<file path="src/rtl/sipo_rx_8bit.sv">
// ---------------------------------------------------------------------------
// sipo_rx_8bit
//   Serial-to-parallel receiver. A frame begins with a one-cycle frame_start
//   pulse, which also latches the bit order (msb_first). WIDTH data bits then
//   arrive on ser_in, qualified by ser_valid and possibly gapped. The finished
//   word is offered on a valid/ready holding register.
//
//   Optional feature macro: SER_RX_PARITY_EN
//     defined   : each frame carries one extra even-parity bit after the data;
//                 a mismatch pulses parity_err and drops the word.
//     undefined : frames are WIDTH data bits only; parity_err is tied to 0.
//
//   Output handshake: out_data is valid while out_valid=1 and is held stable
//   until the consumer raises out_ready. A transfer happens on a rising edge
//   where out_valid & out_ready. out_valid drops on the following cycle unless
//   a new word is loaded on that same edge. A word that completes while the
//   register is full and not being drained is dropped and overrun pulses.
//
//   Status pulses (overrun, frame_err, parity_err) are registered and last
//   exactly one cycle.
// ---------------------------------------------------------------------------
module sipo_rx_8bit #(
    parameter int WIDTH = 8
) (
    input  logic             clk,
    input  logic             rst_n,
    input  logic             frame_start,
    input  logic             msb_first,
    input  logic             ser_valid,
    input  logic             ser_in,
    output logic [WIDTH-1:0] out_data,
    output logic             out_valid,
    input  logic             out_ready,
    output logic             overrun,
    output logic             frame_err,
    output logic             parity_err
);

    localparam int CW = $clog2(WIDTH + 1);

    // Receiver FSM encoding.
    localparam logic [1:0] ST_IDLE  = 2'd0;
    localparam logic [1:0] ST_SHIFT = 2'd1;
`ifdef SER_RX_PARITY_EN
    localparam logic [1:0] ST_PAR   = 2'd2;
`endif

    // Count value held just before the last data bit is taken.
    localparam logic [CW-1:0] CNT_LAST = CW'(WIDTH - 1);

    // ------------------------------------------------------------------
    // State registers
    // ------------------------------------------------------------------
    logic [1:0]       state_q,      state_d;
    logic [WIDTH-1:0] sr_q,         sr_d;
    logic [CW-1:0]    cnt_q,        cnt_d;
    logic             msb_q,        msb_d;
    logic [WIDTH-1:0] out_data_q,   out_data_d;
    logic             out_valid_q,  out_valid_d;
    logic             overrun_q,    overrun_d;
    logic             frame_err_q,  frame_err_d;

    // Internal events produced by the FSM for the delivery logic.
    logic             done;        // a complete, good word is available
    logic [WIDTH-1:0] word;        // the word to deliver when done=1
    logic [WIDTH-1:0] shifted;     // shift register after taking ser_in
    logic             can_load;    // holding register can accept a word

`ifdef SER_RX_PARITY_EN
    logic             parity_err_q, parity_err_d;
    logic             par_fail;
`endif

    // Shift register with the incoming bit applied in the latched order.
    always_comb begin
        shifted = sr_q;
        if (msb_q) begin
            shifted = {sr_q[WIDTH-2:0], ser_in};
        end else begin
            shifted = {ser_in, sr_q[WIDTH-1:1]};
        end
    end

    // Receiver FSM: frame framing, bit collection and parity check.
    always_comb begin
        state_d     = state_q;
        sr_d        = sr_q;
        cnt_d       = cnt_q;
        msb_d       = msb_q;
        frame_err_d = 1'b0;
        done        = 1'b0;
        word        = sr_q;
`ifdef SER_RX_PARITY_EN
        par_fail    = 1'b0;
`endif

        if (frame_start) begin
            // A new frame always wins; any coincident ser_valid is ignored.
            // Restarting over a frame in progress discards the partial word.
            if (state_q != ST_IDLE) begin
                frame_err_d = 1'b1;
            end
            state_d = ST_SHIFT;
            cnt_d   = '0;
            sr_d    = '0;
            msb_d   = msb_first;
        end else begin
            case (state_q)
                ST_SHIFT: begin
                    if (ser_valid) begin
                        sr_d  = shifted;
                        cnt_d = cnt_q + 1'b1;
                        if (cnt_q == CNT_LAST) begin
`ifdef SER_RX_PARITY_EN
                            state_d = ST_PAR;
`else
                            state_d = ST_IDLE;
                            done    = 1'b1;
                            word    = shifted;
`endif
                        end
                    end
                end
`ifdef SER_RX_PARITY_EN
                ST_PAR: begin
                    if (ser_valid) begin
                        state_d = ST_IDLE;
                        // Even parity: data bits plus parity bit XOR to zero.
                        if ((^sr_q ^ ser_in) == 1'b0) begin
                            done = 1'b1;
                            word = sr_q;
                        end else begin
                            par_fail = 1'b1;
                        end
                    end
                end
`endif
                default: begin
                    // IDLE (and any unreachable encoding) waits for frame_start;
                    // stray serial bits are ignored here.
                    state_d = ST_IDLE;
                end
            endcase
        end
    end

    // Holding register: load a completed word or flag an overrun.
    always_comb begin
        can_load    = !out_valid_q || out_ready;
        out_data_d  = out_data_q;
        out_valid_d = out_valid_q;
        overrun_d   = 1'b0;

        if (out_valid_q && out_ready) begin
            out_valid_d = 1'b0;
        end

        if (done) begin
            if (can_load) begin
                out_data_d  = word;
                out_valid_d = 1'b1;
            end else begin
                overrun_d = 1'b1;
            end
        end
    end

`ifdef SER_RX_PARITY_EN
    // Parity error pulse follows the parity check by one register stage.
    always_comb begin
        parity_err_d = par_fail;
    end
`endif

    // Register update for FSM, shift path, holding register and pulses.
    always_ff @(posedge clk or negedge rst_n) begin
        if (!rst_n) begin
            state_q     <= ST_IDLE;
            sr_q        <= '0;
            cnt_q       <= '0;
            msb_q       <= 1'b0;
            out_data_q  <= '0;
            out_valid_q <= 1'b0;
            overrun_q   <= 1'b0;
            frame_err_q <= 1'b0;
        end else begin
            state_q     <= state_d;
            sr_q        <= sr_d;
            cnt_q       <= cnt_d;
            msb_q       <= msb_d;
            out_data_q  <= out_data_d;
            out_valid_q <= out_valid_d;
            overrun_q   <= overrun_d;
            frame_err_q <= frame_err_d;
        end
    end

`ifdef SER_RX_PARITY_EN
    // Parity error pulse register.
    always_ff @(posedge clk or negedge rst_n) begin
        if (!rst_n) begin
            parity_err_q <= 1'b0;
        end else begin
            parity_err_q <= parity_err_d;
        end
    end

    assign parity_err = parity_err_q;
`else
    assign parity_err = 1'b0;
`endif

    assign out_data  = out_data_q;
    assign out_valid = out_valid_q;
    assign overrun   = overrun_q;
    assign frame_err = frame_err_q;

endmodule

</file>
<file path="config.mk">
export PLATFORM = sky130hd
export DESIGN_NAME = sipo_rx_8bit
export DESIGN_NICKNAME = d
export VERILOG_FILES = /design/src/rtl/sipo_rx_8bit.sv
export SDC_FILE = /design/constraint.sdc
export NUM_CORES = 1
export LEC_CHECK = 0
export CAP_MARGIN = 20
export CORE_ASPECT_RATIO = 1.4
export CORE_UTILIZATION = 55
export DETAILED_ROUTE_END_ITERATION = 10
export PLACE_DENSITY = 0.81
export SLEW_MARGIN = 0
export SYNTH_ARGS = -nofsm -noshare
export SYNTH_HDL_FRONTEND = slang
export SYNTH_SLANG_ARGS = --single-unit
export TNS_END_PERCENT = 20
</file>
<file path="constraint.sdc">
create_clock -name clk -period 2.9 [get_ports clk]
set_input_delay 0.435 -clock clk [delete_from_list [all_inputs] [get_ports clk]]
set_output_delay 0.435 -clock clk [all_outputs]
set_load 0.03 [all_outputs]
</file>
======== After elaboration in Yosys (flattened, before gate mapping) ========
Index checks and enable logic that the tools add are counted.
cells by class
  equality and inequality tests ........... 4
  add/sub/neg operators ................... 1
  muxes and demuxes ....................... 26
  reduce and logical (&&, ||, !) cells .... 9
operator list
  cell                                           number
  two-way mux 8 bit                              8
  two-way mux 4 bit                              3
  two-way mux 1 bit                              11
  two-way mux 2 bit                              4
  inequality test 3 bit, second input constant   2
  AND reduction 2 bit                            3
  nonzero test 2 bit                             3
  adder 4 x 1 -> 4 bit, second input constant    1
  == test 4 x 3 -> 1 bit, second input constant  1
  == test 2 x 1 -> 1 bit, second input constant  1
  logical AND 1 bit                              1
  logical NOT 1 bit                              1
  logical OR 1 bit                               1
storage, ports and cells
  output and inout bits ................... 12
  register bits after elaboration ......... 26
  logic and storage cells ................. 48
  input bits .............................. 7

======== Longest topological paths before layout ========
Gate-level depths: netlist of run 1.
  word-level depth ........................ 6
  mapped depth ............................ 5
  gate-level depth less buffers ........... 4

======== Worst setup path after synthesis of run 1 ========
No wires, ideal clock.
  path type ............................... flip-flop to flip-flop
  start ................................... reg cnt_q[0]
  end ..................................... reg out_data_q[0], in the netlist out_data[0]
  library setup time ...................... 0.125 ns
  clock period less this slack ............ 1.515 ns
  path slack .............................. 1.385 ns
  cell stages (with the launch flop) ...... 6
  path buffers ............................ 1
  data arrival time ....................... 1.390 ns
  required time ........................... 2.775 ns
  path through ............................ dfrtp_1 ha_1 nand4b_4 nor4b_4 buf_6 mux2_4
between the ends
  longest elaborated chain between the ends .. 6
  elaborated cells on any way between the ends .. 10
  those cells by class .................... eq/ne (1); mux (8); reduce/logical (1)
ends and longest elaborated chain
  element                        RTL line  RTL
  start, declared                56        logic [CW-1:0] cnt_q, cnt_d;
  start signal, assigned         189       cnt_q <= cnt_d;
  == test 4 x 3 -> 1 bit (*)     113       if (cnt_q == CNT_LAST) begin
  two-way mux 1 bit              113
  two-way mux 1 bit              110       if (ser_valid) begin
  two-way mux 1 bit              108       case (state_q)
  two-way mux 1 bit              97        if (frame_start) begin
  AND reduction 2 bit (no line)  -
  end signal, assigned           191       out_data_q <= out_data_d;
  end, declared                  58        logic [WIDTH-1:0] out_data_q, out_data_d;
Every way passes the cells marked *; elsewhere a longest branch is shown, timed or not.
A chain may end at the register's enable or synchronous reset.

======== Worst setup path after layout of run 1 ========
  start ................................... reg out_data_q[2], in the netlist out_data[2]
  end ..................................... out out_data[2]
RTL lines
  element        RTL line  RTL
  end, declared  31        output logic [WIDTH-1:0] out_data,
No word-level cell between the ends.

==> results.sh, run 1 <==
export IMPL_status="finished clean"
export IMPL_syn_inst=92
export IMPL_syn2layout_area_growth_pct=16.67
export IMPL_antenna_found_initial=0
export IMPL_fillers=150
export IMPL_finClkSkew_ns=0.01391
export IMPL_wl_met1_um=921
export IMPL_synth_top_area_share_pct=53.08
export IMPL_yosys_area_top_type="dfrtp_1"
export IMPL_firstDrtPassIters=2
export IMPL_drive_above_1_share_pct=20.00
export IMPL_ir_drop_uv=401.1
export IMPL_overflow=0
export IMPL_crit_path_start_kind="flop"
export IMPL_total_power_uw=599.9
export IMPL_worstPathCellList="clkdlybuf4s50_1"
export IMPL_hpwl_mm=1.316
export IMPL_dr_max_layer_used="met4"
export IMPL_cpMaxStageDelayCell="clkdlybuf4s50_1"
export IMPL_dr_wl_met3_um=62
export IMPL_core_area_um2=1997
export IMPL_syn_area_um2=1179
export IMPL_dieArea_um2=2335
export IMPL_grt_pass1_wl_mm=3.056
export IMPL_syn_avg_cell_area_um2=12.81
export IMPL_die_w_um=41.13
export IMPL_cp_depth=1
export IMPL_critical_path_class="reg2out"
export IMPL_synthTopCellsByArea="dfrtp_1, mux2i_1, mux2_2"
export IMPL_cellLeakagePower_nw=0.6972
export IMPL_antennaDiodeCount=0
export IMPL_crit_arrival_ns=1.39
export IMPL_wire_per_inst_um=14.71
export IMPL_route_detailed_drc=0
export IMPL_clk_path_buf_depth=2
export IMPL_ant_nets=0
export IMPL_drtIter0Drc=8
export IMPL_synth_distinct_cells=24
export IMPL_place_congestion=0.7255
export IMPL_tns_ns=0
export IMPL_num_rows=19
export IMPL_cts_root_buffer="clkbuf_4"
export IMPL_post_route_min_period_ns=1.824
export IMPL_grt_pass1_vias=702
export IMPL_nets=119
export IMPL_p_per_area_nw_per_um2=436.3
export IMPL_fp_dieH_um=56.78
export IMPL_hold_class="in2async"
export IMPL_crit_buf_inv=1
export IMPL_synth_edf_count=0
export IMPL_rsz0062_at_grt="no"
export IMPL_cts_repair_resized=0
export IMPL_viasPerCell=5.328
export IMPL_cts_sinks=25
export IMPL_htreeDepth=1
export IMPL_crit_fanout=2
export IMPL_cp_top_family="buffers and inverters"
export IMPL_cts_buffers=3
export IMPL_final_util_pct=68.86
export IMPL_maxCapViolations=0
export IMPL_max_stage_delay_ns=0.67
export IMPL_finalWorstSetupSlack_ns=1.076
export IMPL_portBuffers=17
export IMPL_cts_tree="built"
export IMPL_final_setup_viol_count=0
export IMPL_initial_core_util_pct=59.02
export IMPL_worst_skew_pair_late_latency_ns=0.32
export IMPL_synth_common_cells="dfrtp_1, mux2i_1, nor2_1"
export IMPL_cp_data_required_time_ns=2.47
export IMPL_yosysWarnings=0
export IMPL_drv_slew=0
export IMPL_cts_reportedPaths_clkPinSlew_ns=0.15
export IMPL_vias=698
export IMPL_synthFlopType="dfrtp_1"
export IMPL_yosysMostFrequentCell="dfrtp_1"
export IMPL_grt_max_degree=26
export IMPL_pre_cts_ws_ns=0.9068
export IMPL_r2r_cells=5
export IMPL_fmax_mhz=548.3
export IMPL_min_period_over_period_pct=62.89
export IMPL_syn_num_nets=100
export IMPL_wl_mm=1.927
export IMPL_async_flop_share_pct=100.0
export IMPL_cts_setup_buffers=0
export IMPL_wl_met2_um=926
export IMPL_finalHoldViolCount=0
export IMPL_cts_hold_buf=0
export IMPL_crit_path_end_kind="output pin"
export IMPL_ys_seq_area_share_pct=53.08
export IMPL_ios=19
export IMPL_grt_use_total_pct=19.05
export IMPL_ys_ff_latch=25
[per-layer routing]
layer  vias up  global-route usage [%]
met4         0                   9.677
li1        341                       -
met1       341                   25.07
met5         -                       0
met2        14                   29.24
met3         2                   2.372
[cell usage in the layout (no fill, tap or decap)]
cell / instances
dfrtp_1: 25
clkdlybuf4s50_1: 17
nor2_1: 13
mux2i_1: 13
mux2_2: 6
inv_1: 5
mux2_4: 4
a211oi_1: 4
buf_4: 4
clkbuf_4: 3
and2_1: 2
nand2b_1: 1
nand4b_4: 1
or3_2: 1
nand2_1: 1
nor4b_4: 1
nand3_1: 1
xor2_1: 1
xnor2_1: 1
a21o_2: 1
nor2b_1: 1
nand4_1: 1
ha_1: 1
conb_1: 1
clkinvlp_4: 1
[report_power, final]
group,internal (mW),switching [mW]
Sequential,0.360,0.0135
Combinational,0.0329,0.0336
Clock,0.0526,0.107
Total,0.446,0.154
[cells by family (layout without fill, tap and decap cells)]
kind of cell / count (synthesis) / after routing / share of synthesized area (%)
multiplexers: 23 / 23 / 21.87
AND/OR/NAND/NOR: 23 / 23 / 12.21
flip-flops: 25 / 25 / 53.08
buffers and inverters: 12 / 30 / 6.687
XOR/XNOR: 2 / 2 / 1.486
other: 1 / 1 / 0.3182
adder cells (fa/ha/maj): 1 / 1 / 1.061
AO/OA/AOI/OAI: 5 / 5 / 3.291
[through the flow]
stage          cell area (µm²)  instances  hold WS (ns)
2_1_floorplan             1179         92        0.1394
3_3_place_gp              1345        127        0.4995
3_5_place_dp              1345        127        0.5084
4_1_cts                   1375        131        0.4716
5_1_grt                   1375        131        0.4885
6_report                  1375        131        0.4589
[path summary, 6_finish.rpt]
check	from	to	slack, ns
min in group clk	out_data[6]	out_data[6]	0.53
worst max-delay path	out_data[2]	out_data[2]	1.08
worst max register to register	cnt_q[0]	out_data[2]	1.26
max in group asynchronous	rst_n	overrun	2.20
worst min-delay path	rst_n	out_data[4]	0.46
worst min register to register	out_data[6]	out_data[6]	0.53
[sequential cells by signal, summed over array words and instances (netlist names)]
name and flops:
overrun 1, out_data 8, cnt_q 4, out_valid 1
state_q 1, sr_q 8, frame_err 1, msb_q 1
[final cells by class]
| type | count | area, µm² | share of cell area, % |
|---|---|---|---|
| multi-input cells | 55 | 474.2 | 34.49 |
| clock buffers | 3 | 22.52 | 1.638 |
| flip-flops and latches | 25 | 625.6 | 45.50 |
| clock inverters | 1 | 7.507 | 0.5460 |
| well taps | 21 | 26.28 | 1.911 |
| repair buffers | 21 | 200.2 | 14.56 |
| inverters | 5 | 18.77 | 1.365 |
Power figures use the tool's default switching activity.
==> run 2: changes to the inputs <==
--- a/config.mk
+++ b/config.mk
@@ -7,9 +7,9 @@
 export LEC_CHECK = 0
 export CAP_MARGIN = 20
 export CORE_ASPECT_RATIO = 1.4
-export CORE_UTILIZATION = 55
+export CORE_UTILIZATION = 51
 export DETAILED_ROUTE_END_ITERATION = 10
-export PLACE_DENSITY = 0.81
+export PLACE_DENSITY = 0.76
 export SLEW_MARGIN = 0
 export SYNTH_ARGS = -nofsm -noshare
 export SYNTH_HDL_FRONTEND = slang
==> constraint.sdc (replaced) <==
create_clock -name clk -period 1.9 [get_ports clk]
set_input_delay 0.285 -clock clk [delete_from_list [all_inputs] [get_ports clk]]
set_output_delay 0.285 -clock clk [all_outputs]
set_load 0.03 [all_outputs]
==> run 2 against run 1 <==
  * Register-to-register slack worse by 0.95 ns
  * Combinational power increased by 53%
  * Clock skew fell by 0.0034 ns
  * Global-route usage shrank 1.8 points
  * Cell area rose by 0.45%
  * First-iteration DRC count is 75% higher
  * Critical path type unchanged
  * Die area grew 7.5%
  * Largest cell class unchanged
==> results.sh, run 2 (synthesized netlist as in run 1, its figures left out) <==
export IMPL_firstDrtPassIters=4
export IMPL_wl_mm=1.892
export IMPL_wire_per_inst_um=14.23
export IMPL_fmax_mhz=600.4
export IMPL_drive_above_1_share_pct=20.72
export IMPL_grt_pass1_vias=770
export IMPL_p_sw_uw=228.3
export IMPL_drtIter0Drc=14
export IMPL_cts_sinks=25
export IMPL_cts_root_buffer="clkbuf_4"
export IMPL_clock_power_share_pct=26.0
export IMPL_cellLeakagePower_nw=0.7065
export IMPL_cp_top_family="buffers and inverters"
export IMPL_p_per_area_nw_per_um2=656.4
export IMPL_crit_path_start_kind="flop"
export IMPL_layout_commonest_cell="dfrtp_1"
export IMPL_critical_path_class="reg2out"
export IMPL_route_detailed_drc=0
export IMPL_grt_pass1_wl_mm=3.277
export IMPL_dieArea_um2=2510
export IMPL_crit_path_end_kind="output pin"
export IMPL_place_inst=129
export IMPL_tns_ns=0
export IMPL_initial_core_util_pct=54.14
export IMPL_antennaDiodeCount=0
export IMPL_ios=19
export IMPL_vias=710
export IMPL_viasPerCell=5.338
export IMPL_overflow=0
export IMPL_final_setup_viol_count=0
export IMPL_worst_skew_pair_late_latency_ns=0.31
export IMPL_cts_setup_buffers=0
export IMPL_cpMaxStageDelayCell="clkdlybuf4s50_1"
export IMPL_drv_slew=0
export IMPL_finClkSkew_ns=0.01054
export IMPL_nets=120
export IMPL_cts_tree="built"
export IMPL_cts_hold_buf=0
export IMPL_htreeDepth=1
export IMPL_portBuffers=17
export IMPL_max_stage_delay_ns=0.67
export IMPL_cts_reportedPaths_clkPinSlew_ns=0.14
export IMPL_cp_data_required_time_ns=1.62
export IMPL_layout_common_cells="dfrtp_1, clkdlybuf4s50_1, nor2_1, mux2i_1, mux2_2"
export IMPL_worstPathCellList="clkdlybuf4s50_1"
export IMPL_post_route_min_period_ns=1.666
export IMPL_crit_fanout=2
export IMPL_fillers=179
export IMPL_seqPwrFrac_pct=62.8
export IMPL_place_congestion=0.7264
export IMPL_finalHoldViolCount=0
export IMPL_min_period_over_period_pct=87.66
export IMPL_die_w_um=42.63
export IMPL_intPower_uw=678.3
export IMPL_syn2layout_area_growth_pct=17.20
export IMPL_ant_nets=0
export IMPL_crit_buf_inv=1
export IMPL_status="finished clean"
export IMPL_core_area_um2=2177
export IMPL_crit_arrival_ns=1.38
export IMPL_num_rows=20
export IMPL_fp_dieH_um=58.88
export IMPL_cts_buffers=3
export IMPL_p_comb_share_pct=11.2
export IMPL_antenna_found_initial=0
export IMPL_grt_use_total_pct=17.28
export IMPL_hold_class="in2async"
export IMPL_rsz0062_at_grt="no"
export IMPL_switching_share_pct=25.18
export IMPL_pre_cts_ws_ns=0.08773
export IMPL_cts_repair_resized=0
export IMPL_finalWorstSetupSlack_ns=0.2345
export IMPL_maxCapViolations=0
export IMPL_grt_max_degree=26
export IMPL_clk_path_buf_depth=2
export IMPL_layout_cells_non_filler=133
export IMPL_ir_drop_uv=459.6
run 2: cell count changes in the layout (fill, tap and decap cells not counted):
cell / before / now
clkinv_2: 0 / 1
buf_4: 4 / 5
clkinvlp_4: 1 / 0
run 2: metal layers:
| metal | vias to the layer above | GRT usage (%) | part of all wire (%) |
|---|---|---|---|
| li1 | 343 | - | - |
| met1 | 352 | 21.05 | 45 |
| met2 | 13 | 30.30 | 51 |
| met3 | 2 | 1.840 | 3.3 |
| met4 | 0 | 8.036 | 1.1 |
| met5 | - | 0 | 0 |
run 2: final timing paths:
check                                 start           to  slack, ns  depth (start not counted)
min in group clk                out_data[7]  out_data[7]       0.53                          1
worst max-delay path            out_data[2]  out_data[2]       0.23                          1
worst min-delay path                  rst_n  out_data[0]       0.31                          2
max in group asynchronous             rst_n  out_data[6]       1.35                          2
worst min register to register  out_data[7]  out_data[7]       0.53                          1
worst max register to register     cnt_q[0]  out_data[6]       0.31                          6
run 2: power by group through the flow:
stage	registers [mW]	logic [mW]	clock network (mW)
6_report	0.569	0.102	0.235
5_1_grt	0.572	0.113	0.258
4_1_cts	0.569	0.104	0.243
3_5_place_dp	0.580	0.103	0
3_3_place_gp	0.579	0.101	0
2_1_floorplan	0.574	0.0739	0
run 2: stage by stage:
step                util [%]  hold WS [ns]  total power, mW  area (µm²)
CTS                    63.45        0.3221           0.9168        1381
floorplan                  -      -0.01059           0.6475        1179
global placement       62.18        0.5017           0.6801        1354
global route           63.45        0.3604           0.9430        1381
finish                 63.45        0.3099           0.9066        1381
detailed placement     62.18        0.4995           0.6833        1354
run 2: cell type report:
type                       count  area (µm²)  area share (%)
sequential                    25       625.6           45.29
clock buffer                   3       22.52           1.630
tap                           22       27.53           1.993
inverter                       5       18.77           1.359
clock inverter                 1       5.005          0.3623
timing repair buffer          22       207.7           15.04
multi-input combinational     55       474.2           34.33
run 2: worst reg2reg max path: stages (launching register included):
cell and delay [ns]:
dfrtp_1 0.41, ha_1 0.24, nand4b_4 0.14, nor4b_4 0.21
buf_4 0.19, buf_4 0.15, mux2i_1 0.18
==> run 3: changes to the inputs <==
--- a/config.mk
+++ b/config.mk
@@ -9,7 +9,9 @@
 export CORE_ASPECT_RATIO = 1.4
 export CORE_UTILIZATION = 51
 export DETAILED_ROUTE_END_ITERATION = 10
+export HOLD_SLACK_MARGIN = 0.05
 export PLACE_DENSITY = 0.76
+export SKIP_CTS_REPAIR_TIMING = 1
 export SLEW_MARGIN = 0
 export SYNTH_ARGS = -nofsm -noshare
 export SYNTH_HDL_FRONTEND = slang
==> results of run 3 <==
No change in the layout: final DEF, timing and power equal those of run 2.
